<file path="config.mk">
export PLATFORM = sky130hd
export DESIGN_NAME = buffer_ctrl
export DESIGN_NICKNAME = d
export VERILOG_FILES = /design/src/rtl/buffer_ctrl.sv
export SDC_FILE = /design/constraint.sdc
export NUM_CORES = 1
export LEC_CHECK = 0
export ABC_AREA = 1
export CAP_MARGIN = 20
export CELL_PAD_IN_SITES_DETAIL_PLACEMENT = 2
export CELL_PAD_IN_SITES_GLOBAL_PLACEMENT = 2
export CORE_UTILIZATION = 28
export DETAILED_ROUTE_END_ITERATION = 8
export DONT_BUFFER_PORTS = 1
export HOLD_SLACK_MARGIN = 0.06
export PLACE_DENSITY = 0.77
export RECOVER_POWER = 50
export SETUP_SLACK_MARGIN = 0.5
export SYNTH_ARGS = -nofsm -noshare
export SYNTH_HDL_FRONTEND = slang
export SYNTH_SLANG_ARGS = --single-unit
export TNS_END_PERCENT = 50
</file>
<file path="constraint.sdc">
create_clock -name i_clk_24 -period 2.9 [get_ports i_clk_24]
set_clock_uncertainty 0.15 [all_clocks]
set_input_delay 0.29 -clock i_clk_24 [delete_from_list [all_inputs] [get_ports i_clk_24]]
set_output_delay 0.29 -clock i_clk_24 [all_outputs]
set_load 0.05 [all_outputs]
</file>
<file path="src/rtl/buffer_ctrl.sv">
// Sequencing controller between the UART receiver, the FIFO buffer and the Morse encoder.
// Registers buffer writes, owns the read pointer and re-times reads around the buffer latency.
module buffer_ctrl #(
  parameter int unsigned RD_LATENCY = 3,
  parameter int unsigned ADDR_W     = 11
) (
  input  logic              i_clk_24,
  input  logic              i_rst,
  input  logic              i_rx_valid,
  input  logic [7:0]        i_rx_data,
  output logic              o_buf_rw,
  output logic [7:0]        o_buf_data,
  input  logic [ADDR_W-1:0] i_wr_addr,
  output logic [ADDR_W-1:0] o_rd_addr,
  input  logic [6:0]        i_rd_data,
  output logic [6:0]        o_char,
  output logic              o_char_valid,
  input  logic              i_char_ready,
  output logic              o_empty,
  output logic              o_full,
  output logic              o_overflow,
  output logic              o_reject
);

  localparam logic [1:0] StIdle    = 2'd0;
  localparam logic [1:0] StFetch   = 2'd1;
  localparam logic [1:0] StPresent = 2'd2;

  localparam logic [3:0]        LatLast = 4'(RD_LATENCY);
  localparam logic [ADDR_W-1:0] AddrOne = {{(ADDR_W-1){1'b0}}, 1'b1};

  logic [1:0]        state_q, state_d;
  logic [2:0]        cnt_q, cnt_d;
  logic [3:0]        cnt_inc;
  logic [ADDR_W-1:0] rd_addr_q, rd_addr_d;
  logic [ADDR_W-1:0] wr_addr_inc;
  logic [6:0]        char_q, char_d;
  logic              char_valid_q, char_valid_d;
  logic              buf_rw_q, buf_rw_d;
  logic [7:0]        buf_data_q, buf_data_d;
  logic              overflow_q, overflow_d;
  logic              reject_q, reject_d;
  logic              empty, full;

  assign wr_addr_inc = i_wr_addr + AddrOne;
  assign empty       = (rd_addr_q == i_wr_addr);
  assign full        = (wr_addr_inc == rd_addr_q);
  assign cnt_inc     = {1'b0, cnt_q} + 4'd1;

  // Bit 7 is checked first so a rejected byte never reports overflow.
  always_comb begin
    buf_rw_d   = 1'b0;
    buf_data_d = buf_data_q;
    overflow_d = 1'b0;
    reject_d   = 1'b0;
    if (i_rx_valid) begin
      if (i_rx_data[7]) begin
        reject_d = 1'b1;
      end else if (full) begin
        overflow_d = 1'b1;
      end else begin
        buf_rw_d   = 1'b1;
        buf_data_d = i_rx_data;
      end
    end
  end

  always_comb begin
    state_d      = state_q;
    cnt_d        = cnt_q;
    rd_addr_d    = rd_addr_q;
    char_d       = char_q;
    char_valid_d = char_valid_q;
    case (state_q)
      StIdle: begin
        char_valid_d = 1'b0;
        if (!empty && !buf_rw_q) begin
          state_d = StFetch;
          cnt_d   = 3'd0;
        end
      end
      StFetch: begin
        // The buffer drops its read address while writing, so the wait starts over.
        if (buf_rw_q) begin
          cnt_d = 3'd0;
        end else if (cnt_inc == LatLast) begin
          char_d       = i_rd_data;
          char_valid_d = 1'b1;
          state_d      = StPresent;
          cnt_d        = 3'd0;
        end else begin
          cnt_d = cnt_inc[2:0];
        end
      end
      StPresent: begin
        if (i_char_ready) begin
          char_valid_d = 1'b0;
          rd_addr_d    = rd_addr_q + AddrOne;
          state_d      = StIdle;
        end
      end
      default: begin
        state_d      = StIdle;
        cnt_d        = 3'd0;
        char_valid_d = 1'b0;
      end
    endcase
  end

  always_ff @(posedge i_clk_24) begin
    if (i_rst) begin
      state_q      <= StIdle;
      cnt_q        <= 3'd0;
      rd_addr_q    <= '0;
      char_q       <= 7'd0;
      char_valid_q <= 1'b0;
      buf_rw_q     <= 1'b0;
      buf_data_q   <= 8'd0;
      overflow_q   <= 1'b0;
      reject_q     <= 1'b0;
    end else begin
      state_q      <= state_d;
      cnt_q        <= cnt_d;
      rd_addr_q    <= rd_addr_d;
      char_q       <= char_d;
      char_valid_q <= char_valid_d;
      buf_rw_q     <= buf_rw_d;
      buf_data_q   <= buf_data_d;
      overflow_q   <= overflow_d;
      reject_q     <= reject_d;
    end
  end

  assign o_buf_rw     = buf_rw_q;
  assign o_buf_data   = buf_data_q;
  assign o_rd_addr    = rd_addr_q;
  assign o_char       = char_q;
  assign o_char_valid = char_valid_q;
  assign o_empty      = empty;
  assign o_full       = full;
  assign o_overflow   = overflow_q;
  assign o_reject     = reject_q;

endmodule

</file>
==> results of run 1 <==
## worst min-delay path by stage
stage / from / endpoint / slack (ns) / depth (start not counted)
after global routing: i_char_ready / state_q[1]$_SDFFE_PP0P_ / 0.09 / 3
after floorplan: i_rd_data[0] / o_char[0]$_SDFFE_PP0P_ / 0.27 / 2
after detailed placement: i_rst / cnt_q[2]$_SDFFE_PP0P_ / 0.21 / 1
final: i_char_ready / state_q[1]$_SDFFE_PP0P_ / 0.07 / 3
after global placement: i_rst / o_rd_addr[1]$_SDFFE_PP0P_ / 0.21 / 1
after CTS: i_char_ready / state_q[1]$_SDFFE_PP0P_ / 0.06 / 3
## routing by layer
| metal | GRT usage, % | part of all wire, % | vias to the layer above | wire length, um |
|---|---|---|---|---|
| li1 | - | - | 979 | - |
| met1 | 18.17 | 41 | 944 | 2290 |
| met2 | 28.95 | 52 | 51 | 2862 |
| met3 | 5.005 | 6.3 | 5 | 351 |
| met4 | 3.636 | 0.86 | 0 | 48 |
| met5 | 0 | 0 | - | 0 |
## cells in the mapped netlist (2+ instances only)
| library cell | number | share of area (%) |
|---|---|---|
| a21oi_1 | 13 | 3.3 |
| a21oi_2 | 7 | 3.1 |
| buf_2 | 2 | 0.51 |
| clkbuf_1 | 2 | 0.38 |
| dfxtp_1 | 34 | 35 |
| ha_1 | 4 | 2.6 |
| inv_1 | 36 | 6.9 |
| inv_2 | 2 | 0.38 |
| nand2_1 | 81 | 15 |
| nand3_1 | 22 | 5.6 |
| nand3_2 | 2 | 1.0 |
| nand3b_1 | 2 | 0.77 |
| nor2_1 | 51 | 9.8 |
| nor2_2 | 4 | 1.3 |
| o21ai_0 | 15 | 3.8 |
| xnor2_1 | 9 | 4.0 |
| xor2_1 | 5 | 2.2 |
## flip-flops by register name, indices dropped and copies added, names as in the netlist
register and cells:
state_q 2, cnt_q 3, o_char_valid 1, o_overflow 1
o_buf_data 7, o_char 7, o_reject 1, o_rd_addr 11
o_buf_rw 1
## logic make-up (layout without fill, tap and decap cells)
| logic type | Yosys count | in the layout | share of synthesized area [%] |
|---|---|---|---|
| and+or+nand+nor | 166 | 166 | 35.71 |
| buffers and inverters | 47 | 71 | 9.757 |
| AOI/OAI and AO/OA | 37 | 37 | 10.84 |
| DFF | 34 | 34 | 34.69 |
| xor gates and xnor gates | 14 | 14 | 6.250 |
| adders and majority gates | 4 | 4 | 2.551 |
| other | 1 | 1 | 0.1911 |
## final cells by class
type,instances,area share (%)
flip-flops and latches,34,29.43
well taps,96,5.175
repair buffers,24,8.032
clock buffers,7,3.720
multi-input cells,222,46.95
inverters,39,6.469
clock inverters,1,0.2156
## critical path: stages, from the launching register on
cell	delay, ns
dfxtp_1	0.37
clkbuf_1	0.57
nand2_1	0.15
nand3b_1	0.23
nor2_2	0.20
nand4_1	0.13
nor2_1	0.17
nand2_1	0.07
nand2_1	0.08
nor2_1	0.05
## metrics by stage
step	hold slack (ns)	cell area, um2	total power (W)
after global routing	0.08649	2321	0.001051
after floorplan	0.2749	1962	0.0006078
after CTS	0.06428	2342	0.001013
final	0.06621	2321	0.0009948
after detailed placement	0.2129	2135	0.0006283
after global placement	0.2101	2135	0.0006238
## timing repair
action,in CTS,in global routing
cloned,0,0
pin swaps,1,0
hold buffers,10,0
setup buffers,1,0
setup endpoints to repair,1,1
endpoints found under the hold margin,17,0
gates resized for setup,3,1
## power by group
part,total [W],leakage (nW),switching [W],internal [W]
sequential,0.000519,0.277,0.0000401,0.000479
combinational,0.000109,0.712,0.0000636,0.0000458
clock,0.000367,0.0482,0.000175,0.000192
total,0.000995,1.04,0.000279,0.000716
==> flow_metrics.tcl, run 1 <==
set metrics [dict create \
    status "completed" \
    grt_overflow 0 \
    powerDensity_nw_per_um2 428.6 \
    synth_fp_nets 337 \
    cts_buffer_depth 2 \
    via_count 1979 \
    drt_iter0_drc 29 \
    ff2ff_setup_slack_ns 0.62 \
    async_flop_share_pct 0 \
    layout-drive-gt1-share_pct 10.70 \
    r2r_end "o_rd_addr[10]$_SDFFE_PP0P_" \
    start_util_pct 28.88 \
    peakVddDrop_mv 0.2314 \
    worstRegToRegCells 9 \
    seqCellArea_um2 683.2 \
    dp.cells 404 \
    synthCells 303 \
    maxSlewViolCount 0 \
    final_cell_mix "nand2_1 (81), nor2_1 (51), inv_1 (35)" \
    grt_pass1_wl_mm 9.190 \
    die-area_um2 7345 \
    track_usage_pct 15.92 \
    synth-seq-area-share_pct 34.69 \
    cts_root_buffer "clkbuf_8" \
    ys_ff_latch 34 \
    multi_input_area_um2 1090 \
    syn_area_per_cell_um2 6.475 \
    antenna_found_initial 0 \
    worstPathArrival_ns 2.31 \
    cp-start-kind "register" \
    rows 30 \
    finalSetupViolations 0 \
    gp_congestion 0.7558 \
    nFillCells 836 \
    fin_ws_ns 0.6169 \
    wl_mm 5.552 \
    drc 0 \
    cap_violations 0 \
    ant_nets 0 \
    cp-endpoint "o_rd_addr[10]$_SDFFE_PP0P_" \
    antenna_cells 0 \
    die_width_um 85.71 \
    syn-cell-area_um2 1962 \
    crit_path_end_kind "register" \
    hp-class "input pin to register" \
    port_buffers 0 \
    period_share_pct 78.73 \
    insertion_delay_ns 0.28 \
    h-tree-depth 2 \
    fin_nets 360 \
    grt_pass1_vias 2095 \
    tritoncts "yes" \
    final_util_pct 34.16 \
    wl_per_cell_um 13.13 \
    yosys_warnings 0 \
    dr.pass1.iters 4 \
    numCtsBuffers 5 \
    crit_start "o_rd_addr[3]$_SDFFE_PP0P_" \
    areaGrowthSynthToFinish_pct 18.30 \
    synth_edf_count 0 \
    leakagePower_nw 1.038 \
    clock_sinks 34 \
    core_um2 6794 \
    final_common_cell "nand2_1" \
    worstMarginPinSlew_ns 0.8651 \
    synthFlopType "dfxtp_1" \
    dp_hpwl_mm 4.263 \
    path_clk_slew_ns 0.07 \
    ios 62 \
    reg2reg_from "o_rd_addr[3]$_SDFFE_PP0P_" \
    maxSlewHeadroom_pct 42.33 \
    rsz0062_at_grt "false" \
    pre_cts_ws_ns 0.6591 \
    die_h_um 85.71 \
    critPathMaxFanout 4 \
    grt_max_degree 26 \
    synth_cell_type_count 29 \
    finalHoldViolCount 0 \
    viasPerCell 4.678 \
    layout_min_cycle_time_ns 2.283 \
    cp.required_ns 2.93 \
    fin_cells 423 \
    max_freq_mhz 438.0 \
    critPathKind "register to register" \
    setup-tns-final_ns 0 \
]
No activity file was read; power rests on OpenSTA's default activity.
==> run 2, diff against run 1 <==
==> constraint.sdc (replaced) <==
create_clock -name i_clk_24 -period 2.35 [get_ports i_clk_24]
set_clock_uncertainty 0.15 [all_clocks]
set_input_delay 0.235 -clock i_clk_24 [delete_from_list [all_inputs] [get_ports i_clk_24]]
set_output_delay 0.235 -clock i_clk_24 [all_outputs]
set_load 0.05 [all_outputs]
==> flow_metrics.tcl, run 2 (synthesis gave the netlist of run 1 again) <==
set metrics [dict create \
    maxSlewViolCount 0 \
    stdcell_area_um2 2576 \
    layout-drive-gt1-share_pct 21.36 \
    finalHoldViolCount 0 \
    grt_pass1_vias 2214 \
    leakagePower_nw 1.118 \
    worstRegToRegCells 13 \
    wl_per_cell_um 14.20 \
    viasPerCell 4.621 \
    drc 0 \
    crit_start "o_rd_addr[4]$_SDFFE_PP0P_" \
    start_util_pct 28.88 \
    post_dp_cell_area_um2 2142 \
    rsz0062_at_grt "true" \
    maxSlewHeadroom_pct 50.65 \
    total_power_w 0.001241 \
    whs_ns 0.2097 \
    period_share_pct 90.10 \
    grt_max_degree 17 \
    via_count 2001 \
    r2r_end "o_buf_data[1]$_SDFFE_PP0P_" \
    hp-class "input pin to register" \
    cts_buffer_depth 2 \
    tritoncts "yes" \
    dp.cells 401 \
    numCtsBuffers 5 \
    die-area_um2 7345 \
    reg2reg_from "o_rd_addr[4]$_SDFFE_PP0P_" \
    critPathKind "register to output port" \
    cp-endpoint "o_full" \
    insertion_delay_ns 0.28 \
    worstPathArrival_ns 1.73 \
    drt_iter0_drc 16 \
    cp-start-kind "register" \
    grt_pass1_wl_mm 9.929 \
    wl_mm 6.147 \
    finalSetupViolations 0 \
    dr.pass1.iters 4 \
    core_um2 6794 \
    powerDensity_nw_per_um2 481.5 \
    peakVddDrop_mv 0.3217 \
    fin_nets 370 \
    areaGrowthSynthToFinish_pct 31.31 \
    seqCellArea_um2 710.7 \
    cts_root_buffer "clkbuf_8" \
    ff2ff_setup_slack_ns 0.35 \
    status "completed" \
    worstMarginPinSlew_ns 0.7402 \
    multi_input_area_um2 1172 \
    clock_sinks 34 \
    ios 62 \
    fin_cells 433 \
    h-tree-depth 2 \
    critPathMaxFanout 5 \
    cp.required_ns 1.97 \
    setup-tns-final_ns 0 \
    max_freq_mhz 472.3 \
    path_clk_slew_ns 0.07 \
    layout_min_cycle_time_ns 2.117 \
    grt_overflow 0 \
    track_usage_pct 17.05 \
    gp_congestion 0.7293 \
    final_cell_mix "nand2_1 (73), nor2_1 (47), inv_1 (30)" \
    antenna_found_initial 0 \
    crit_path_end_kind "output port" \
    antenna_cells 0 \
    dp_hpwl_mm 4.489 \
    largest_register_ffs 11 \
    ant_nets 0 \
    nFillCells 810 \
    final_common_cell "nand2_1" \
    die_width_um 85.71 \
    rows 30 \
    min_from "i_rx_data[7]" \
    die_h_um 85.71 \
    cap_violations 0 \
    port_buffers 0 \
]
run 2: critical path, cell delays in order, from the launching register on:
cell and delay (ns):
dfxtp_4 0.48, inv_2 0.06, nand2_2 0.09, nand3_2 0.08, nand2_2 0.07, nand2_2 0.04, nor2_1 0.10, nand2_1 0.07
nor2_2 0.15, nand2_4 0.09, clkinvlp_4 0.21
run 2: final cells by class:
cell class | instances | share of cell area [%]
clock buffers | 7 | 3.351
clock inverters | 1 | 0.1943
inverters | 39 | 6.168
multi-input cells | 222 | 45.51
flip-flops and latches | 34 | 27.59
well taps | 96 | 4.662
repair buffers | 34 | 12.53
run 2: per-stage QoR:
stage	worst slack (ns)	util, %
4_1_cts	0.2394	36.13
6_report	0.2327	37.92
3_5_place_dp	0.3404	31.53
2_1_floorplan	0.4819	-
5_1_grt	0.09949	37.92
3_3_place_gp	0.3558	31.53
run 2: worst min-delay path by stage:
stage / cells after the start / endpoint / slack, ns
after global routing: 4 / o_overflow$_SDFF_PP0_ / 0.23
after detailed placement: 1 / o_rd_addr[4]$_SDFFE_PP0P_ / 0.15
after floorplan: 2 / o_char[0]$_SDFFE_PP0P_ / 0.22
after global placement: 1 / o_rd_addr[1]$_SDFFE_PP0P_ / 0.15
final: 4 / o_buf_rw$_SDFF_PP0_ / 0.21
after CTS: 4 / o_overflow$_SDFF_PP0_ / 0.18
run 2: what timing repair did:
| action | in CTS | in global routing |
|---|---|---|
| endpoints found under the setup margin | 5 | 27 |
| resized for setup | 6 | 32 |
| endpoints found under the hold margin | 25 | 0 |
| cloned | 0 | 1 |
| pin swaps | 3 | 12 |
| setup buffers | 3 | 2 |
| hold buffers | 18 | 0 |
run 2: routing by layer:
layer	GRT usage, %	up-vias	share of wire [%]
met2	33.75	45	55
met3	4.331	4	5.9
met5	0	-	0
met4	5.000	0	0.76
li1	-	1004	-
met1	17.43	948	38
run 2: report_power, final:
| part | leakage [nW] | switching [W] | internal, W | total [W] |
|---|---|---|---|---|
| clock network | 0.0482 | 0.000213 | 0.000236 | 0.000449 |
| logic | 0.786 | 0.0000896 | 0.0000704 | 0.000160 |
| registers | 0.284 | 0.0000473 | 0.000584 | 0.000631 |
